--- src/rtl/spi_frame_sequencer_if.sv ---
// Request/response bundle between the SPI frame sequencer and the clk-domain register bridge.
// The sequencer owns the request toggles; the bridge owns the read-ack toggle and read data.
interface spi_frame_sequencer_if #(
  parameter int ADDR_W = 15,
  parameter int DATA_W = 16
);
  logic              wr_tgl_o;
  logic [ADDR_W-1:0] wr_addr_o;
  logic [DATA_W-1:0] wr_data_o;
  logic              rd_tgl_o;
  logic [ADDR_W-1:0] rd_addr_o;
  logic              rd_ack_tgl_i;
  logic [DATA_W-1:0] rd_data_i;

  modport master (
    output wr_tgl_o, wr_addr_o, wr_data_o, rd_tgl_o, rd_addr_o,
    input  rd_ack_tgl_i, rd_data_i
  );

  modport slave (
    input  wr_tgl_o, wr_addr_o, wr_data_o, rd_tgl_o, rd_addr_o,
    output rd_ack_tgl_i, rd_data_i
  );
endinterface

--- src/rtl/spi_frame_sequencer.sv ---
// SPI-clock-domain frame controller: counts frame bits, decodes read/write, checks write CRC,
// raises toggle requests to the bridge and serialises read data plus CRC onto MISO.
module spi_frame_sequencer #(
  parameter int          ADDR_W     = 15,
  parameter int          DATA_W     = 16,
  parameter logic [7:0]  CRC_INIT   = 8'h9C,
  parameter int          ACK_WINDOW = 6
) (
  input  logic                  spi_clk,
  input  logic                  reset,
  input  logic                  mosi_i,
  output logic                  miso_o,
  spi_frame_sequencer_if.master bus,
  output logic [7:0]            crc_err_cnt_o,
  output logic [7:0]            rd_timeout_cnt_o,
  output logic                  busy_o
);

  typedef enum logic [2:0] {
    S_HDR   = 3'd0,
    S_WDATA = 3'd1,
    S_WCRC  = 3'd2,
    S_RWAIT = 3'd3,
    S_RDATA = 3'd4,
    S_RCRC  = 3'd5
  } state_t;

  // Pre-edge counter values of the last edge in each phase.
  localparam logic [5:0] HDR_LAST   = 6'(ADDR_W);
  localparam logic [5:0] WDATA_LAST = 6'(ADDR_W + DATA_W);
  localparam logic [5:0] WCRC_LAST  = 6'(ADDR_W + DATA_W + 8);
  localparam logic [5:0] ACK_LAST   = 6'(ADDR_W + ACK_WINDOW);
  localparam logic [5:0] RWAIT_LAST = 6'(ADDR_W + 8);
  localparam logic [5:0] RDATA_LAST = 6'(ADDR_W + 8 + DATA_W - 1);
  localparam logic [5:0] RCRC_LAST  = 6'(ADDR_W + 8 + DATA_W + 8);
  localparam logic [DATA_W-1:0] TIMEOUT_WORD = 16'hDEAD;

  function automatic logic [7:0] crc8_16(input logic [7:0] seed, input logic [15:0] d);
    logic [7:0] c;
    logic       fb;
    c = seed;
    for (int i = 15; i >= 0; i--) begin
      fb = c[7] ^ d[i];
      c  = {c[6:0], 1'b0} ^ (fb ? 8'h07 : 8'h00);
    end
    return c;
  endfunction

  state_t              state_q, state_d;
  logic [5:0]          cnt_q, cnt_d;
  logic [ADDR_W-1:0]   hdr_q, hdr_d;
  logic [ADDR_W-1:0]   addr_q, addr_d;
  logic [DATA_W-1:0]   wdata_q, wdata_d;
  logic [7:0]          crc_sh_q, crc_sh_d;
  logic [DATA_W+7:0]   tx_q, tx_d;
  logic                miso_q, miso_d;
  logic                busy_q, busy_d;
  logic                wr_tgl_q, wr_tgl_d;
  logic [ADDR_W-1:0]   wr_addr_q, wr_addr_d;
  logic [DATA_W-1:0]   wr_data_q, wr_data_d;
  logic                rd_tgl_q, rd_tgl_d;
  logic [ADDR_W-1:0]   rd_addr_q, rd_addr_d;
  logic                sync1_q, sync1_d, sync2_q, sync2_d, seen_q, seen_d;
  logic                got_ack_q, got_ack_d;
  logic [7:0]          err_q, err_d;
  logic [7:0]          to_q, to_d;

  logic [ADDR_W-1:0]   hdr_addr_s;
  logic [7:0]          rx_crc_s;
  logic                ack_evt_s;
  logic [DATA_W-1:0]   resp_s;
  logic [7:0]          resp_crc_s;

  // State and datapath registers.
  always_ff @(posedge spi_clk or posedge reset) begin
    if (reset) begin
      state_q   <= S_HDR;
      cnt_q     <= 6'd0;
      hdr_q     <= '0;
      addr_q    <= '0;
      wdata_q   <= '0;
      crc_sh_q  <= 8'h00;
      tx_q      <= '0;
      miso_q    <= 1'b0;
      busy_q    <= 1'b0;
      wr_tgl_q  <= 1'b0;
      wr_addr_q <= '0;
      wr_data_q <= '0;
      rd_tgl_q  <= 1'b0;
      rd_addr_q <= '0;
      sync1_q   <= 1'b0;
      sync2_q   <= 1'b0;
      seen_q    <= 1'b0;
      got_ack_q <= 1'b0;
      err_q     <= 8'h00;
      to_q      <= 8'h00;
    end else begin
      state_q   <= state_d;
      cnt_q     <= cnt_d;
      hdr_q     <= hdr_d;
      addr_q    <= addr_d;
      wdata_q   <= wdata_d;
      crc_sh_q  <= crc_sh_d;
      tx_q      <= tx_d;
      miso_q    <= miso_d;
      busy_q    <= busy_d;
      wr_tgl_q  <= wr_tgl_d;
      wr_addr_q <= wr_addr_d;
      wr_data_q <= wr_data_d;
      rd_tgl_q  <= rd_tgl_d;
      rd_addr_q <= rd_addr_d;
      sync1_q   <= sync1_d;
      sync2_q   <= sync2_d;
      seen_q    <= seen_d;
      got_ack_q <= got_ack_d;
      err_q     <= err_d;
      to_q      <= to_d;
    end
  end

  // Next-state and output decode; every edge of spi_clk is a frame bit.
  always_comb begin
    state_d   = state_q;
    cnt_d     = cnt_q + 6'd1;
    hdr_d     = hdr_q;
    addr_d    = addr_q;
    wdata_d   = wdata_q;
    crc_sh_d  = crc_sh_q;
    tx_d      = tx_q;
    miso_d    = 1'b0;
    busy_d    = 1'b1;
    wr_tgl_d  = wr_tgl_q;
    wr_addr_d = wr_addr_q;
    wr_data_d = wr_data_q;
    rd_tgl_d  = rd_tgl_q;
    rd_addr_d = rd_addr_q;
    got_ack_d = got_ack_q;
    err_d     = err_q;
    to_d      = to_q;
    // Seen value tracks every synchronised change, so a late ack never leaks into the next read.
    sync1_d   = bus.rd_ack_tgl_i;
    sync2_d   = sync1_q;
    seen_d    = sync2_q;
    ack_evt_s = sync2_q ^ seen_q;

    hdr_addr_s = {hdr_q[ADDR_W-2:0], mosi_i};
    rx_crc_s   = {crc_sh_q[6:0], mosi_i};
    resp_s     = got_ack_q ? bus.rd_data_i : TIMEOUT_WORD;
    resp_crc_s = crc8_16(CRC_INIT, resp_s);

    case (state_q)
      S_HDR: begin
        hdr_d = hdr_addr_s;
        if (cnt_q == HDR_LAST) begin
          if (hdr_q[ADDR_W-1]) begin
            addr_d  = hdr_addr_s;
            state_d = S_WDATA;
          end else begin
            rd_addr_d = hdr_addr_s;
            rd_tgl_d  = ~rd_tgl_q;
            got_ack_d = 1'b0;
            state_d   = S_RWAIT;
          end
        end else begin
          state_d = S_HDR;
        end
      end
      S_WDATA: begin
        wdata_d = {wdata_q[DATA_W-2:0], mosi_i};
        if (cnt_q == WDATA_LAST) begin
          state_d = S_WCRC;
        end else begin
          state_d = S_WDATA;
        end
      end
      S_WCRC: begin
        crc_sh_d = rx_crc_s;
        if (cnt_q == WCRC_LAST) begin
          state_d = S_HDR;
          cnt_d   = 6'd0;
          busy_d  = 1'b0;
          if (rx_crc_s == crc8_16(CRC_INIT, wdata_q)) begin
            wr_addr_d = addr_q;
            wr_data_d = wdata_q;
            wr_tgl_d  = ~wr_tgl_q;
          end else if (err_q != 8'hFF) begin
            err_d = err_q + 8'd1;
          end else begin
            err_d = err_q;
          end
        end else begin
          state_d = S_WCRC;
        end
      end
      S_RWAIT: begin
        if (ack_evt_s && (cnt_q <= ACK_LAST)) begin
          got_ack_d = 1'b1;
        end else begin
          got_ack_d = got_ack_q;
        end
        if (cnt_q == RWAIT_LAST) begin
          miso_d  = resp_s[DATA_W-1];
          tx_d    = {resp_s[DATA_W-2:0], resp_crc_s, 1'b0};
          state_d = S_RDATA;
          if (!got_ack_q && (to_q != 8'hFF)) begin
            to_d = to_q + 8'd1;
          end else begin
            to_d = to_q;
          end
        end else begin
          state_d = S_RWAIT;
        end
      end
      S_RDATA: begin
        miso_d = tx_q[DATA_W+7];
        tx_d   = {tx_q[DATA_W+6:0], 1'b0};
        if (cnt_q == RDATA_LAST) begin
          state_d = S_RCRC;
        end else begin
          state_d = S_RDATA;
        end
      end
      S_RCRC: begin
        if (cnt_q == RCRC_LAST) begin
          miso_d  = 1'b0;
          state_d = S_HDR;
          cnt_d   = 6'd0;
          busy_d  = 1'b0;
        end else begin
          miso_d = tx_q[DATA_W+7];
          tx_d   = {tx_q[DATA_W+6:0], 1'b0};
        end
      end
      default: begin
        state_d = S_HDR;
        cnt_d   = 6'd0;
        busy_d  = 1'b0;
      end
    endcase
  end

  assign miso_o           = miso_q;
  assign busy_o           = busy_q;
  assign crc_err_cnt_o    = err_q;
  assign rd_timeout_cnt_o = to_q;
  assign bus.wr_tgl_o     = wr_tgl_q;
  assign bus.wr_addr_o    = wr_addr_q;
  assign bus.wr_data_o    = wr_data_q;
  assign bus.rd_tgl_o     = rd_tgl_q;
  assign bus.rd_addr_o    = rd_addr_q;

endmodule

--- src/flat_wrapper.sv ---
// flat-port wrapper written by rule: the top's interface ports become plain ports
module spi_frame_sequencer_flat 
#(
  parameter int          ADDR_W     = 15,
  parameter int          DATA_W     = 16,
  parameter logic [7:0]  CRC_INIT   = 8'h9C,
  parameter int          ACK_WINDOW = 6
)
  (spi_clk, reset, mosi_i, miso_o, crc_err_cnt_o, rd_timeout_cnt_o, busy_o, bus_wr_tgl_o, bus_wr_addr_o, bus_wr_data_o, bus_rd_tgl_o, bus_rd_addr_o, bus_rd_ack_tgl_i, bus_rd_data_i);
  spi_frame_sequencer_if #(.ADDR_W(ADDR_W), .DATA_W(DATA_W)) bus_i ();
  input  logic spi_clk;
  input  logic reset;
  input  logic mosi_i;
  output logic miso_o;
  output logic [7:0] crc_err_cnt_o;
  output logic [7:0] rd_timeout_cnt_o;
  output logic busy_o;
  output wire logic [$bits(bus_i.wr_tgl_o)-1:0] bus_wr_tgl_o;
  output wire logic [$bits(bus_i.wr_addr_o)-1:0] bus_wr_addr_o;
  output wire logic [$bits(bus_i.wr_data_o)-1:0] bus_wr_data_o;
  output wire logic [$bits(bus_i.rd_tgl_o)-1:0] bus_rd_tgl_o;
  output wire logic [$bits(bus_i.rd_addr_o)-1:0] bus_rd_addr_o;
  input wire logic [$bits(bus_i.rd_ack_tgl_i)-1:0] bus_rd_ack_tgl_i;
  input wire logic [$bits(bus_i.rd_data_i)-1:0] bus_rd_data_i;
  assign bus_wr_tgl_o = bus_i.wr_tgl_o;
  assign bus_wr_addr_o = bus_i.wr_addr_o;
  assign bus_wr_data_o = bus_i.wr_data_o;
  assign bus_rd_tgl_o = bus_i.rd_tgl_o;
  assign bus_rd_addr_o = bus_i.rd_addr_o;
  assign bus_i.rd_ack_tgl_i = bus_rd_ack_tgl_i;
  assign bus_i.rd_data_i = bus_rd_data_i;
  spi_frame_sequencer #(.ADDR_W(ADDR_W), .DATA_W(DATA_W), .CRC_INIT(CRC_INIT), .ACK_WINDOW(ACK_WINDOW)) u_core (.spi_clk(spi_clk), .reset(reset), .mosi_i(mosi_i), .miso_o(miso_o), .bus(bus_i), .crc_err_cnt_o(crc_err_cnt_o), .rd_timeout_cnt_o(rd_timeout_cnt_o), .busy_o(busy_o));
endmodule
--- config.mk ---
export PLATFORM = sky130hd
export DESIGN_NAME = spi_frame_sequencer_flat
export DESIGN_NICKNAME = d
export VERILOG_FILES = /design/src/rtl/spi_frame_sequencer_if.sv /design/src/rtl/spi_frame_sequencer.sv /design/src/flat_wrapper.sv
export SDC_FILE = /design/constraint.sdc
export NUM_CORES = 1
export LEC_CHECK = 0
export ABC_AREA = 1
export BUFFER_PORTS_ARGS = -buffer_cell sky130_fd_sc_hd__buf_4
export CORE_MARGIN = 1.5
export CORE_UTILIZATION = 35
export DETAILED_ROUTE_END_ITERATION = 12
export MAX_ROUTING_LAYER = met4
export SYNTH_ARGS = -nofsm -noshare
export SYNTH_HDL_FRONTEND = slang
export SYNTH_SLANG_ARGS = --single-unit
--- constraint.sdc ---
create_clock -name spi_clk -period 10 [get_ports spi_clk]
set_clock_uncertainty 0.05 [all_clocks]
set_input_delay 2 -clock spi_clk [delete_from_list [all_inputs] [get_ports spi_clk]]
set_output_delay 2 -clock spi_clk [all_outputs]
set_load 0.02 [all_outputs]
==> flow_metrics.tcl <==
set metrics [dict create \
    final_nets 1082 \
    hold_viol 0 \
    post-route-util_pct 42.1 \
    rows 54 \
    synth_compound_area_share_pct 9.28 \
    nFillCells 2238 \
    worstReg2RegEnd "u_core.tx_q[4]$_DFFE_PP0P_" \
    worst_pin_slew_ns 1.00 \
    power.density_nw_per_um2 310 \
    grt_pass1_vias 6231 \
    ctsResizeCount 0 \
    routed_wl_um 18000 \
    antenna_found_initial 0 \
    avgSynthCellArea_um2 7.91 \
    rsz0062_at_grt "false" \
    viasPerCell 4.74 \
    wl_per_cell_um 13.4 \
    drtIter0Drc 455 \
    crit_required_ns 10.26 \
    areaGrowthSynthToFinish_pct 18.4 \
    leakagePower_nw 4.79 \
    start_kind "input port" \
    io_pins 86 \
    criticalPathCategory "input port to register" \
    die_y_um 152 \
    synth_ff_type "dfrtp_1" \
    regArea_um2 3880 \
    cts_setup_buffers 0 \
    cp-end-kind "register" \
    finalWeightedCongestion 0.865 \
    synth.distinct_cells 38 \
    fin_tns_setup_ns 0 \
    cts-buffers-inserted 17 \
    maxCapViolCount 0 \
    clock_path_buffers 2 \
    status "complete, no violations" \
    cts_max_level 4 \
    p_int_w 0.00155 \
    gr-usage-all-layers_pct 16.9 \
    arrival_ns 3.70 \
    synth_edf_count 0 \
    syn_inst 981 \
    drive_gt1_share_pct 13.7 \
    antennaDiodeCount 0 \
    synth_xor_area_share_pct 3.95 \
    crit_path_end "u_core.tx_q[4]$_DFFE_PP0P_" \
    max_slew_margin_pct 33.1 \
    fmax_mhz 291 \
    fin_crit_sh_pct 34.4 \
    r2r_setup_slack_ns 6.74 \
    dieArea_um2 23100 \
    grt_start_max_net_pins 79 \
    holdWs_ns 0.305 \
    drc 0 \
    synth_mux_area_share_pct 0.290 \
    port_buffers 85 \
    synth_fa_ha_area_share_pct 0.967 \
    drv_slew 0 \
    synthSimpleGateAreaFrac_pct 28.5 \
    synth-seq-cells 155 \
    root_buffer "clkbuf_16" \
    net-switching-power_w 0.00130 \
    start_util_pct 35.6 \
    synth_top_family_by_area "simple AND/OR/NAND/NOR gates" \
    cp_max_fo 5 \
    fp.coreArea_um2 21800 \
    combPwrFrac_pct 46.2 \
    hold_path_class "register to register" \
    crit_path_start "bus_rd_data_i[14]" \
    final_area_um2 9190 \
    p_seq_share_pct 31.8 \
    syn_area_um2 7760 \
    clk_pin_slew_worst_paths_ns 0.06 \
    grt_pass1_wl_um 31100 \
    drt_first_pass_iters 4 \
    swShare_pct 45.6 \
    cts_tree "yes" \
    synth_nets 1007 \
    fin_crit_ns 3.44 \
    cts_sinks 155 \
    setup_viol_count_final 0 \
    ir_drop_mv 0.265 \
    async_flop_share_pct 100 \
    power_frac_clock_pct 22.0 \
    grt-ovfl-total 0 \
    vias 6395 \
    dpl.hpwl_um 12600 \
    drt.antenna.violating_nets 0 \
    hold_start "u_core.sync1_q$_DFF_PP0_" \
    die_w_um 152 \
    placed_cell_area_um2 8620 \
    clock_latency_ns 0.43 \
    yosysSeqAreaShare_pct 50.0 \
    ys_warn_count 0 \
    r2r_start "u_core.state_q[2]$_DFFE_PP0N_" \
    multi_input_area_um2 3340 \
    rr_worst_depth 12 \
    hold_buffers 0 \
]
registers in the layout, indices dropped and copies added (netlist names), 3 cells and up:
name and flops:
u_core.bus.wr_data_o 16, u_core.rd_timeout_cnt_o 8, u_core.crc_err_cnt_o 8, u_core.bus.rd_addr_o 15, u_core.addr_q 15, u_core.cnt_q 6, u_core.state_q 3, u_core.hdr_q 15
u_core.bus.wr_addr_o 15, u_core.wdata_q 16, u_core.tx_q 23, u_core.crc_sh_q 7
synthesized netlist by cell type, drive strengths merged (3+ instances only):
cell    number  share of area, %
a21oi       13              0.84
buf         16               1.5
clkbuf      20              0.97
dfrtp      155                50
ha           6              0.97
inv         94               4.5
nand2      370                18
nand3       61               4.1
nand3b       5              0.48
nand4       36               2.9
nor2        47               2.6
nor3         3              0.19
o211ai       5              0.48
o21a        14               1.4
o21ai       88               5.7
xnor2       14               1.6
xor2        21               2.4
area by class of cell:
type / count / share of cell area (%)
Clock buffer: 21 / 5.01
Timing Repair Buffer: 92 / 7.51
Sequential cell: 155 / 42.2
Clock inverter: 11 / 1.17
Tap cell: 280 / 3.81
Multi-Input combinational cell: 695 / 36.4
Inverter: 95 / 3.93
routing by layer:
layer	global-route usage (%)	part of all wire [%]
met5	-	0
met4	4.90	1.3
met3	2.99	2.8
met2	26.9	47
met1	22.1	49
worst min-delay path by stage:
stage,cells past startpoint,endpoint
2_1_floorplan,0,u_core.seen_d$_DFF_PP0_
3_3_place_gp,0,u_core.seen_d$_DFF_PP0_
3_5_place_dp,0,u_core.seen_d$_DFF_PP0_
4_1_cts,0,u_core.seen_d$_DFF_PP0_
5_1_grt,0,u_core.seen_d$_DFF_PP0_
6_report,0,u_core.seen_d$_DFF_PP0_
cell families after synthesis:
logic type | count (synthesis)
flops | 155
buf+inv | 131
mux | 2
xor+xnor | 35
fa+ha+maj | 6
compound gates | 129
simple gates | 523
power by group through the flow:
stage / combinational [W] / sequential [W] / clock [W]
after floorplan: 0.00106 / 0.000905 / 0
after global placement: 0.00130 / 0.000912 / 0
after detailed placement: 0.00132 / 0.000916 / 0
after CTS: 0.00133 / 0.000906 / 0.000643
after global routing: 0.00152 / 0.000928 / 0.000670
final: 0.00132 / 0.000905 / 0.000627
metrics by stage:
step | setup slack [ns] | power, W | cells
6_report | 6.56 | 0.00285 | 1349
5_1_grt | 6.25 | 0.00312 | 1349
4_1_cts | 6.58 | 0.00288 | 1349
3_5_place_dp | 6.12 | 0.00223 | 1317
3_3_place_gp | 6.19 | 0.00221 | 1317
2_1_floorplan | 3.77 | 0.00196 | 981
cell usage in the layout, fill, tap and decap left out, types with 2 or more instances in the layout:
| master | count |
|---|---|
| clkinv_4 | 2 |
| inv_1 | 86 |
| o21ai_1 | 4 |
| a21oi_1 | 13 |
| o21bai_1 | 2 |
| a31oi_1 | 2 |
| clkinv_2 | 2 |
| inv_2 | 7 |
| xor2_1 | 21 |
| nand3_1 | 60 |
| nand3b_1 | 5 |
| clkbuf_8 | 2 |
| inv_6 | 5 |
| clkbuf_16 | 17 |
| dfrtp_1 | 155 |
| o21a_1 | 14 |
| nand2_1 | 364 |
| nor3_1 | 3 |
| nor2_1 | 42 |
| nand2_2 | 5 |
| o211ai_1 | 5 |
| ha_1 | 6 |
| xnor2_1 | 14 |
| mux2_2 | 2 |
| buf_4 | 92 |
| nor2_2 | 3 |
| clkbuf_1 | 2 |
| clkinvlp_4 | 2 |
| o21ai_0 | 84 |
| nand4_1 | 36 |
critical path, cell delays in order:
cell and delay, ns:
buf_4 0.11, inv_1 0.04, nand2_1 0.08, o21ai_1 0.35, inv_1 0.10, nand2_1 0.07
nand2_1 0.09, nand2_1 0.10, nand3b_1 0.09, nand2_1 0.15, inv_1 0.09, nand2_1 0.07
nand2_1 0.06, nand2_1 0.05, nand2_1 0.04, o21bai_1 0.13, nand2_1 0.06
Power figures use the tool's default switching activity.
